--- src/rtl/rv32_lsu.sv ---
// RV32I load/store unit: one outstanding access, alignment/opcode checks,
// byte-lane steering for stores, lane extraction/extension for loads, load timeout.
module rv32_lsu #(
  parameter int TIMEOUT = 64
) (
  input  logic        clock,
  input  logic        reset,
  input  logic        req_valid,
  output logic        req_ready,
  input  logic [4:0]  req_op,
  input  logic [2:0]  req_f3,
  input  logic [31:0] req_addr,
  input  logic [31:0] req_wdata,
  input  logic [4:0]  req_rd,
  output logic        bus_valid,
  input  logic        bus_ready,
  output logic [31:0] bus_addr,
  output logic        bus_we,
  output logic [3:0]  bus_mask,
  output logic [31:0] bus_wdata,
  input  logic        bus_rvalid,
  input  logic [31:0] bus_rdata,
  output logic        wb_valid,
  output logic [4:0]  wb_rd,
  output logic [31:0] wb_data,
  output logic        fault,
  output logic [31:0] fault_addr
);

  localparam logic [4:0] OP_LOAD  = 5'b00000;
  localparam logic [4:0] OP_STORE = 5'b01000;
  localparam int CW = $clog2(TIMEOUT + 1);

  typedef enum logic [1:0] {S_IDLE, S_REQ, S_WAIT, S_FAULT} state_t;

  state_t        state_q, state_d;
  logic          is_load_q, is_load_d;
  logic [2:0]    f3_q, f3_d;
  logic [31:0]   addr_q, addr_d;
  logic [4:0]    rd_q, rd_d;
  logic [CW-1:0] cnt_q, cnt_d, cnt_inc;
  logic          req_ready_q, req_ready_d;
  logic          bus_valid_q, bus_valid_d;
  logic [31:0]   bus_addr_q, bus_addr_d;
  logic          bus_we_q, bus_we_d;
  logic [3:0]    bus_mask_q, bus_mask_d;
  logic [31:0]   bus_wdata_q, bus_wdata_d;
  logic          wb_valid_q, wb_valid_d;
  logic [4:0]    wb_rd_q, wb_rd_d;
  logic [31:0]   wb_data_q, wb_data_d;
  logic          fault_q, fault_d;
  logic [31:0]   fault_addr_q, fault_addr_d;

  logic          req_illegal;
  logic [3:0]    store_mask;
  logic [31:0]   store_data;
  logic [31:0]   lane_shifted;
  logic [31:0]   load_data;

  assign cnt_inc = cnt_q + CW'(1);

  always_comb begin
    req_illegal = 1'b0;
    if (req_op == OP_LOAD) begin
      case (req_f3)
        3'b011, 3'b110, 3'b111: req_illegal = 1'b1;
        3'b001, 3'b101:         req_illegal = req_addr[0];
        3'b010:                 req_illegal = (req_addr[1:0] != 2'b00);
        default:                req_illegal = 1'b0;
      endcase
    end else if (req_op == OP_STORE) begin
      case (req_f3)
        3'b000:  req_illegal = 1'b0;
        3'b001:  req_illegal = req_addr[0];
        3'b010:  req_illegal = (req_addr[1:0] != 2'b00);
        default: req_illegal = 1'b1;
      endcase
    end else begin
      req_illegal = 1'b1;
    end
  end

  // Store data is replicated across lanes so the bus needs no shifter; the mask selects.
  always_comb begin
    case (req_f3[1:0])
      2'b00: begin
        store_mask = 4'b0001 << req_addr[1:0];
        store_data = {4{req_wdata[7:0]}};
      end
      2'b01: begin
        store_mask = 4'b0011 << req_addr[1:0];
        store_data = {2{req_wdata[15:0]}};
      end
      default: begin
        store_mask = 4'b1111;
        store_data = req_wdata;
      end
    endcase
  end

  assign lane_shifted = bus_rdata >> {addr_q[1:0], 3'b000};

  always_comb begin
    case (f3_q)
      3'b000:  load_data = {{24{lane_shifted[7]}}, lane_shifted[7:0]};
      3'b001:  load_data = {{16{lane_shifted[15]}}, lane_shifted[15:0]};
      3'b100:  load_data = {24'h000000, lane_shifted[7:0]};
      3'b101:  load_data = {16'h0000, lane_shifted[15:0]};
      default: load_data = bus_rdata;
    endcase
  end

  always_comb begin
    state_d      = state_q;
    is_load_d    = is_load_q;
    f3_d         = f3_q;
    addr_d       = addr_q;
    rd_d         = rd_q;
    cnt_d        = cnt_q;
    bus_valid_d  = bus_valid_q;
    bus_addr_d   = bus_addr_q;
    bus_we_d     = bus_we_q;
    bus_mask_d   = bus_mask_q;
    bus_wdata_d  = bus_wdata_q;
    wb_valid_d   = 1'b0;
    wb_rd_d      = wb_rd_q;
    wb_data_d    = wb_data_q;
    fault_d      = 1'b0;
    fault_addr_d = fault_addr_q;

    case (state_q)
      S_IDLE: begin
        if (req_valid) begin
          is_load_d = (req_op == OP_LOAD);
          f3_d      = req_f3;
          addr_d    = req_addr;
          rd_d      = req_rd;
          if (req_illegal) begin
            state_d      = S_FAULT;
            fault_d      = 1'b1;
            fault_addr_d = req_addr;
          end else begin
            state_d     = S_REQ;
            bus_valid_d = 1'b1;
            bus_addr_d  = {req_addr[31:2], 2'b00};
            bus_we_d    = (req_op != OP_LOAD);
            bus_mask_d  = (req_op == OP_LOAD) ? 4'b1111 : store_mask;
            bus_wdata_d = (req_op == OP_LOAD) ? 32'h0 : store_data;
          end
        end
      end
      S_REQ: begin
        if (bus_ready) begin
          bus_valid_d = 1'b0;
          if (is_load_q) begin
            state_d = S_WAIT;
            cnt_d   = '0;
          end else begin
            state_d = S_IDLE;
          end
        end
      end
      S_WAIT: begin
        // Response is checked before the timeout so a last-cycle response still wins.
        if (bus_rvalid) begin
          state_d = S_IDLE;
          if (rd_q != 5'd0) begin
            wb_valid_d = 1'b1;
            wb_rd_d    = rd_q;
            wb_data_d  = load_data;
          end
        end else begin
          cnt_d = cnt_inc;
          if (cnt_inc == CW'(TIMEOUT)) begin
            state_d      = S_FAULT;
            fault_d      = 1'b1;
            fault_addr_d = addr_q;
          end
        end
      end
      default: state_d = S_IDLE;
    endcase

    req_ready_d = (state_d == S_IDLE);
  end

  always_ff @(posedge clock) begin
    if (reset) begin
      state_q      <= S_IDLE;
      is_load_q    <= 1'b0;
      f3_q         <= 3'b000;
      addr_q       <= 32'h0;
      rd_q         <= 5'd0;
      cnt_q        <= '0;
      req_ready_q  <= 1'b1;
      bus_valid_q  <= 1'b0;
      bus_addr_q   <= 32'h0;
      bus_we_q     <= 1'b0;
      bus_mask_q   <= 4'b0000;
      bus_wdata_q  <= 32'h0;
      wb_valid_q   <= 1'b0;
      wb_rd_q      <= 5'd0;
      wb_data_q    <= 32'h0;
      fault_q      <= 1'b0;
      fault_addr_q <= 32'h0;
    end else begin
      state_q      <= state_d;
      is_load_q    <= is_load_d;
      f3_q         <= f3_d;
      addr_q       <= addr_d;
      rd_q         <= rd_d;
      cnt_q        <= cnt_d;
      req_ready_q  <= req_ready_d;
      bus_valid_q  <= bus_valid_d;
      bus_addr_q   <= bus_addr_d;
      bus_we_q     <= bus_we_d;
      bus_mask_q   <= bus_mask_d;
      bus_wdata_q  <= bus_wdata_d;
      wb_valid_q   <= wb_valid_d;
      wb_rd_q      <= wb_rd_d;
      wb_data_q    <= wb_data_d;
      fault_q      <= fault_d;
      fault_addr_q <= fault_addr_d;
    end
  end

  assign req_ready  = req_ready_q;
  assign bus_valid  = bus_valid_q;
  assign bus_addr   = bus_addr_q;
  assign bus_we     = bus_we_q;
  assign bus_mask   = bus_mask_q;
  assign bus_wdata  = bus_wdata_q;
  assign wb_valid   = wb_valid_q;
  assign wb_rd      = wb_rd_q;
  assign wb_data    = wb_data_q;
  assign fault      = fault_q;
  assign fault_addr = fault_addr_q;

endmodule

--- config.mk ---
export PLATFORM = sky130hd
export DESIGN_NAME = rv32_lsu
export DESIGN_NICKNAME = d
export VERILOG_FILES = /design/src/rtl/rv32_lsu.sv
export SDC_FILE = /design/constraint.sdc
export NUM_CORES = 1
export LEC_CHECK = 0
export BUFFER_PORTS_ARGS = -buffer_cell sky130_fd_sc_hd__buf_4
export CORE_AREA = 2 2 131 229
export CTS_CLUSTER_DIAMETER = 120
export DETAILED_ROUTE_END_ITERATION = 7
export DIE_AREA = 0 0 133 231
export GPL_TIMING_DRIVEN = 1
export HOLD_SLACK_MARGIN = 0.02
export PLACE_DENSITY = 0.54
export REMOVE_ABC_BUFFERS = 1
export SYNTH_ARGS = -nofsm -noshare
export SYNTH_HDL_FRONTEND = slang
export SYNTH_SLANG_ARGS = --single-unit
--- constraint.sdc ---
create_clock -name clock -period 1.6 [get_ports clock]
set_input_delay 0.16 -clock clock [delete_from_list [all_inputs] [get_ports clock]]
set_output_delay 0.16 -clock clock [all_outputs]
set_load 0.005 [all_outputs]
======== After elaboration in Yosys (flattened, before gate mapping) ========
Index checks and enable logic that the tools add are counted.
operators by class
  add/subtract/negate cells ............... 1
  eq/ne operators ......................... 21
  shift-type cells ........................ 3
  multiplexer cells ....................... 35
  bitwise gates (word level) .............. 3
  reduce and logical (&&, ||, !) cells .... 21
operators with widths
  cell                                            number
  2-to-1 mux 32 bit                               5
  case mux 32 bit (2 select lines)                2
  case mux 32 bit (4 select lines)                1
  >> shifter 32 x 5 -> 16 bit                     1
  2-to-1 mux 7 bit                                3
  == test 3 bit (second input constant)           5
  inequality test 2 bit (second input constant)   7
  case mux 7 bit (2 select lines)                 1
  2-to-1 mux 2 bit                                6
  2-to-1 mux 1 bit                                10
  nonzero test 5 bit                              2
  case mux 4 bit (2 select lines)                 1
  AND reduction 4 bit                             2
  nonzero test 2 bit                              4
  adder 7 x 1 -> 7 bit (second input constant)    1
  == test 7 bit (second input constant)           1
  == test 3 x 1 -> 1 bit (second input constant)  2
  == test 3 x 2 -> 1 bit (second input constant)  2
  zero test 2 bit                                 3
  zero test 3 bit                                 2
  case mux 1 bit (3 select lines)                 2
  case mux 2 bit (3 select lines)                 1
  AND reduction 3 bit                             2
  OR reduction 3 bit                              2
  other kinds (12)                                16
storage, ports and cells
  register bits after elaboration ......... 190
  input bits .............................. 114
  output and inout bits ................... 142
  logic and storage cells ................. 101

======== Longest topological paths before layout ========
Gate-level depths: netlist of the first run.
  depth in word-level cells ............... 8
  gate-level depth with buffers ........... 8
  depth with buffers taken out ............ 5

======== Worst setup path before layout of the first run ========
No wires, ideal clock.
  kind .................................... flip-flop to flip-flop
  start point ............................. register cnt_q[3]
  end point ............................... register fault_addr_q[10], in the netlist fault_addr[10]
  library setup time ...................... 0.146 ns
  arrival time ............................ 1.606 ns
  required time ........................... 1.454 ns
  setup slack ............................. -0.152 ns
  cell stages (with the launch flop) ...... 8
  path buffers ............................ 2
  clock period less this slack ............ 1.752 ns
  cells stage by stage .................... dfxtp_1 -> and3_1 -> or3b_4 -> a21oi_4 -> or2_1 -> buf_6 -> buf_12 -> a211oi_2
on the way
  longest elaborated chain between the ends .. 4
RTL lines
  what                                    RTL line  RTL
  from (decl)                             41        logic [CW-1:0] cnt_q, cnt_d, cnt_inc;
  from (signal assigned)                  212       cnt_q <= cnt_d;
  adder 7 x 1 -> 7 bit                    60        assign cnt_inc = cnt_q + CW'(1);
  == test 7 bit                           174       if (cnt_inc == CW'(TIMEOUT)) begin
  inequality test 2 bit (no source line)  n/a
  AND reduction 5 bit (no source line)    n/a
  to (signal assigned)                    223       fault_addr_q <= fault_addr_d;
  to (decl)                               52        logic [31:0] fault_addr_q, fault_addr_d;
Every way passes these cells.
A chain may end at the register's enable or synchronous reset.

======== Worst setup path after layout of the first run ========
  start point ............................. register rd_q[2]
  end point ............................... register wb_data_q[30], in the netlist wb_data[30]
on the way
  longest elaborated chain between the ends .. 2
RTL lines
  what                                  RTL line  RTL
  from (decl)                           40        logic [4:0] rd_q, rd_d;
  from (signal assigned)                211       rd_q <= rd_d;
  nonzero test 5 bit                    167       if (rd_q != 5'd0) begin
  AND reduction 3 bit (no source line)  n/a
  to (signal assigned)                  221       wb_data_q <= wb_data_d;
  to (decl)                             50        logic [31:0] wb_data_q, wb_data_d;
Every way passes these cells.

==> key figures, run 1 <==
Clocking
  • Num CTS Buffers: 17
  • CTS max path bufs: 2
  • # clock sinks: 190
  • Clk Latency, worst-skew pair: 0.45 ns
  • Clock transition at path regs: 0.07 ns
  • TritonCTS clock tree: yes
  • CTS H-tree lvls: 4
  • CTS Root Cell: clkbuf_16

Critical path
  • Reg2reg start: rd_q[2]$_SDFFE_PP0P_
  • Crit. End Element: flop
  • Reg-to-Reg End: wb_data[30]$_SDFFE_PP0P_
  • Crit path kind: reg -> reg
  • CP startpoint kind: flop
  • WP data arrival: 2.11 ns
  • Reg-to-reg slack, setup: -0.14 ns
  • Worst path buffer plus inverter count: 1
  • Critical Path RT: 1.97 ns
  • CP Max Fanout: 8
  • Master of the slowest instance on the critical path: or4_4
  • Register-to-Register Path Depth: 5
  • Slowest Stage Delay on Critical Path: 0.55 ns
  • CP Cell Sequence: or4_4 > o211ai_4 > a21oi_4 > clkbuf_16 > a211oi_2
  • CP delay by family, top: compound AO/OA/AOI/OAI gates

Logic synthesis
  • Largest cells by area after synthesis: dfxtp_1, nand2_1, a211oi_2, a21oi_1, mux2i_1
  • Synth async-reset ratio: 0%
  • Mean Syn Cell Area: 8.74 µm²
  • Warnings, synthesis: 0
  • Netlist cell types: 57
  • Largest area contributor in the netlist: dfxtp_1
  • Post-synth top area share: 46.2%
  • Post-synth EDFFs: 0
  • Seq/Total Area, Yosys: 46.2%
  • Register bit total from synthesis: 190
  • Area of the mapped netlist: 8240 µm²
  • Ys flop type: dfxtp_1
  • Cells after Synth: 943

Final layout
  • Share of cells above drive strength 1: 38.8%
  • Multi-input gate area: 4300 µm²
  • Area growth from synthesis to layout: 55.2%
  • Core Util, Final: 44.1%
  • FF/Latch Area: 3810 µm²
  • Fillers: 2847
  • Final Net Count: 1400
  • Cell area after layout: 12800 µm²
  • Most common cell after layout, fill and taps aside: buf_4
  • # diodes: 0
  • Most frequent cells in the layout: buf_4, nand2_1, dfxtp_1, a21oi_1, nor2_1
  • Final Instance Count excl. Fillers: 1680

Outcome
  • Failing checks: setup timing
  • Status: finished with violations

Route
  • 1st-iter DRT viols: 297
  • ANT nets after route: 0
  • Drt pass-1 iters: 4
  • DR DRC count: 0
  • Wirelength per Cell: 17.9 µm
  • Routed WL: 30100 µm
  • Via count: 8173
  • DR vias/cell: 4.86

Placed design
  • Placed Area: 10900 µm²
  • Port Buffers: 253
  • Gpl congestion: 0.782
  • Cells after DPL: 1566
  • Pre-CTS setup slack: -0.370 ns
  • Dpl hpwl: 19500 µm

Global routing
  • Initial antenna violation count: 0
  • Via count of the first global-routing pass: 8168
  • First-pass GRT wire length: 44500 µm
  • Largest net degree at the start of global routing: 54
  • Tot GR Track Use: 18.6%
  • Total grt overflow: 0

Min path
  • Min-delay src: req_f3[1]
  • Hold path endpoint: f3_q[1]$_SDFFE_PP0P_
  • HP Class: in -> reg
  • Hold depth: 3

Timing
  • Slew Limit Fails: 0
  • Layout Skew: 0.00957 ns
  • RSZ-0062 raised after global routing: true
  • Final Cycle Share: 109%
  • Slew headroom: 64.6%
  • Min cycle time layout: 1.74 ns
  • Hold WS: 0.0507 ns
  • Max Freq: 0.575 GHz
  • Count of final hold-check violations: 0
  • Worst-Margin Slew: 0.530 ns
  • Setup slack after layout: -0.139 ns
  • Setup-failing EPs final: 71

Power
  • Clk pwr share: 39.2%
  • PwrDens: 921 nW/µm²
  • Max VDD drop: 0.733 mV
  • NetSw: 0.00313 W
  • Leakage: 5.02 nW
  • Switching Share: 26.6%
  • Cell Int Power: 0.00864 W
  • Sequential Power Share: 43.1%
  • Combinational share of power: 17.7%

Floorplanning
  • I/O pins: 256
  • Die Height: 231 µm
  • Core Box Area: 29000 µm²
  • Number of cell rows: 83
  • Horiz. Die Dim: 133 µm
  • DIE AREA: 30700 µm²
  • Initial Util: 28.4%

Job
  • Max Cap Viol: 0
==> what timing repair did <==
action / in CTS / in global routing
endpoints found under the hold margin: 88 / 0
cloned: 4 / 9
setup endpoints to repair: 103 / 150
buffers inserted: 8 / 6
gates resized for setup: 40 / 44
pin swaps: 15 / 33
hold buffers: 58 / 0
==> registers in the layout (all words and copies together) (netlist names) <==
name / count
addr_q: 32
bus_addr: 30
bus_mask: 4
bus_valid: 1
bus_wdata: 32
bus_we: 1
cnt_q: 7
f3_q: 3
fault: 1
fault_addr: 32
is_load_q: 1
rd_q: 5
req_ready: 1
state_q: 2
wb_data: 32
wb_rd: 5
wb_valid: 1
==> cell usage after synthesis (2+ instances only) <==
cell type and instances:
a211oi_2 41, nand2b_1 2, nand2_1 200, a211oi_1 22, a22oi_1 33, a21oi_1 102
nand3b_1 2, buf_12 3, nand3_1 12, a41oi_1 2, dfxtp_1 190, o221ai_1 7
nor2b_1 4, and2b_1 2, nor3_1 36, o21ai_0 20, inv_1 4, buf_6 3
buf_4 7, nor2_1 78, a32oi_1 2, buf_2 15, o21ai_1 2, mux2i_1 50
mux2_2 17, clkbuf_1 53, a31oi_1 3, and3_1 2
==> logic make-up after synthesis <==
family	count (synthesis)	synth area share [%]
mux	68	8.67
fa+ha+maj	1	0.152
other cells	1	0.0455
simple gates	351	18.1
buf+inv	86	5.33
flops	190	46.2
compound gates	246	21.6
==> metal layers <==
metal | part of all wire [%] | track usage, %
met5 | 0 | 0
met2 | 53 | 34.5
met1 | 37 | 19.4
met4 | 4.7 | 9.91
met3 | 5.1 | 4.04
==> per-stage QoR <==
step | TNS (ns) | total power [W]
2_1_floorplan | -315.26 | 0.00595
3_5_place_dp | -35.17 | 0.00699
4_1_cts | -6.16 | 0.0119
6_report | -6.44 | 0.0118
3_3_place_gp | -36.59 | 0.00697
5_1_grt | -10.80 | 0.0123
==> worst register-to-register path, cell delays in order (launching register included) <==
cell and delay [ns]:
dfxtp_2 0.32, or4_4 0.55, o211ai_4 0.32, a21oi_4 0.10
clkbuf_16 0.20, a211oi_2 0.18
==> worst max-delay path by stage <==
stage	start	to	slack, ns	cells past startpoint
finish	rd_q[2]$_SDFFE_PP0P_	wb_data[30]$_SDFFE_PP0P_	-0.14	5
global route	rd_q[2]$_SDFFE_PP0P_	wb_data[30]$_SDFFE_PP0P_	-0.20	5
CTS	rd_q[1]$_SDFFE_PP0P_	wb_data[30]$_SDFFE_PP0P_	-0.15	5
detailed placement	req_op[1]	bus_wdata[4]$_SDFFE_PP0P_	-0.37	8
global placement	req_op[1]	bus_mask[1]$_SDFFE_PP0P_	-0.38	8
floorplan	state_q[1]$_SDFF_PP0_	fault_addr[0]$_SDFFE_PP0P_	-2.83	5
==> power groups by stage <==
stage / Clock (W) / Sequential [W] / Combinational [W]
2_1_floorplan: 0 / 0.00521 / 0.000739
3_3_place_gp: 0 / 0.00517 / 0.00180
3_5_place_dp: 0 / 0.00517 / 0.00182
4_1_cts: 0.00474 / 0.00507 / 0.00205
5_1_grt: 0.00494 / 0.00510 / 0.00225
6_report: 0.00461 / 0.00507 / 0.00209
==> cell type report <==
| type | instances | share of cell area, % |
|---|---|---|
| Clock inverter | 12 | 1.43 |
| Multi-Input combinational cell | 668 | 33.7 |
| Inverter | 5 | 0.147 |
| Timing Repair Buffer | 403 | 27.7 |
| Tap cell | 382 | 3.74 |
| Clock buffer | 20 | 3.49 |
| Sequential cell | 190 | 29.8 |
Note: power is estimated with default switching activity, not from simulation.
==> run 2: changes to the inputs <==
PLACE_DENSITY = 0.53   (was 0.54)
SLEW_MARGIN = 0   (was default)
clock period = 1.9 ns   (was 1.6 ns; I/O delays follow)
==> run 2 against run 1 <==
The flow now finishes without violations. Count of clock-buffer cells in the layout up 1. Core utilization down 3.1 points. Sequential power down 16%. Clock skew up 0.0039 ns. Critical path type unchanged. Largest cell class unchanged.
==> key figures, run 2 (same netlist as run 1, synthesis figures left out) <==
Clocking
  • # clock sinks: 190
  • TritonCTS clock tree: yes
  • Setup Buffers After CTS: 0
  • Clk Latency, worst-skew pair: 0.45 ns
  • CTS H-tree lvls: 4
  • Clock transition at path regs: 0.07 ns
  • CTS Root Cell: clkbuf_16
  • CTS max path bufs: 2
  • Num CTS Buffers: 17

Min path
  • Hold path endpoint: bus_wdata[1]$_SDFFE_PP0P_
  • HP Class: in -> reg
  • Hold depth: 3
  • Min-delay src: req_wdata[1]

Critical path
  • Register-to-Register Path Depth: 6
  • CP startpoint kind: flop
  • Critical Path RT: 2.20 ns
  • Crit. End Element: flop
  • Reg-to-Reg End: fault_addr[16]$_SDFFE_PP0P_
  • CP Max Fanout: 16
  • Reg-to-reg slack, setup: 0.07 ns
  • Reg2reg start: cnt_q[5]$_SDFFE_PP0P_
  • WP data arrival: 2.13 ns
  • Crit path kind: reg -> reg

Global routing
  • Largest net degree at the start of global routing: 64
  • First-pass GRT wire length: 44300 µm
  • Tot GR Track Use: 18.4%
  • Initial antenna violation count: 0
  • Via count of the first global-routing pass: 7926
  • Total grt overflow: 0

Final layout
  • Most common cell after layout, fill and taps aside: buf_4
  • # diodes: 0
  • Share of cells above drive strength 1: 32.5%
  • Most frequent cells in the layout: buf_4, nand2_1, dfxtp_1, a21oi_1, nor2_1
  • Area growth from synthesis to layout: 44.3%
  • Core Util, Final: 41.0%
  • Final Net Count: 1349

Outcome
  • Status: complete, no violations

Placed design
  • Port Buffers: 253
  • Dpl hpwl: 19700 µm
  • Gpl congestion: 0.764

Timing
  • Worst-Margin Slew: 0.648 ns
  • Layout Skew: 0.0134 ns
  • Count of final hold-check violations: 0
  • Setup-failing EPs final: 0
  • Min cycle time layout: 1.83 ns
  • RSZ-0062 raised after global routing: true
  • Slew headroom: 56.8%
  • Slew Limit Fails: 0
  • Final Cycle Share: 96.3%
  • Hold WS: 0.0410 ns
  • Max Freq: 0.547 GHz

Route
  • Via count: 7920
  • Drt pass-1 iters: 4
  • DR vias/cell: 4.86
  • ANT nets after route: 0
  • DR DRC count: 0
  • 1st-iter DRT viols: 331
  • Routed WL: 28300 µm
  • Wirelength per Cell: 17.4 µm

Floorplanning
  • Horiz. Die Dim: 133 µm
  • Die Height: 231 µm
  • Number of cell rows: 83
  • Core Box Area: 29000 µm²
  • I/O pins: 256
  • DIE AREA: 30700 µm²
  • Initial Util: 28.4%

Power
  • PwrDens: 831 nW/µm²
  • Final Power: 0.00988 W
  • Max VDD drop: 0.601 mV
  • Leakage: 4.67 nW

Job
  • Max Cap Viol: 0
==> run 2: what timing repair did <==
| item | 4_1_cts | 5_1_grt |
|---|---|---|
| endpoints found under the setup margin | 0 | 25 |
| resized for setup | 0 | 6 |
| hold buffers | 51 | 0 |
| hold endpoints to repair | 81 | 0 |
==> run 2: area by class of cell <==
cell class	instances	area, µm²
multi-input cells	668	4020
clock inverters	10	185
well taps	382	478
repair buffers	352	2910
flip-flops and latches	190	3800
fillers	2912	17100
inverters	5	18.8
clock buffers	21	470
==> run 2: how the worst max path moves through the flow <==
stage,from,end,slack (ns),depth (start not counted)
floorplan,state_q[1]$_SDFF_PP0_,fault_addr[0]$_SDFFE_PP0P_,-2.53,5
global placement,cnt_q[5]$_SDFFE_PP0P_,fault_addr[0]$_SDFFE_PP0P_,0.1,6
detailed placement,cnt_q[5]$_SDFFE_PP0P_,fault_addr[0]$_SDFFE_PP0P_,0.06,6
CTS,cnt_q[5]$_SDFFE_PP0P_,fault_addr[26]$_SDFFE_PP0P_,0.05,6
global route,cnt_q[5]$_SDFFE_PP0P_,fault_addr[31]$_SDFFE_PP0P_,-0.03,6
finish,cnt_q[5]$_SDFFE_PP0P_,fault_addr[16]$_SDFFE_PP0P_,0.07,6
==> run 2: critical path: stages, from the launching register on <==
cell and delay (ns):
dfxtp_1 0.36, and3_1 0.22, or3b_4 0.40, a21oi_4 0.24
or2_4 0.21, buf_12 0.17, a211oi_2 0.08
==> run 2: metal layers <==
layer / GRT usage [%] / share of wire, %
met2: 33.5 / 53
met3: 4.24 / 4.8
met4: 8.74 / 4.0
met1: 19.9 / 39
met5: 0 / 0
==> run 2: where the power goes <==
part           internal, W  switching (W)
Sequential         0.00416       0.000104
Clock              0.00243        0.00161
Combinational     0.000759       0.000812
==> run 2: metrics by stage <==
step / setup TNS [ns] / area (µm²) / instances / worst slack (ns)
after floorplan: -258.26 / 7830 / 863 / -2.53
after global placement: 0 / 10700 / 1546 / 0.0975
after detailed placement: 0 / 10700 / 1546 / 0.0600
after CTS: 0 / 11900 / 1628 / 0.0480
after global routing: -0.0285 / 11900 / 1628 / -0.0285
final: 0 / 11900 / 1628 / 0.0707
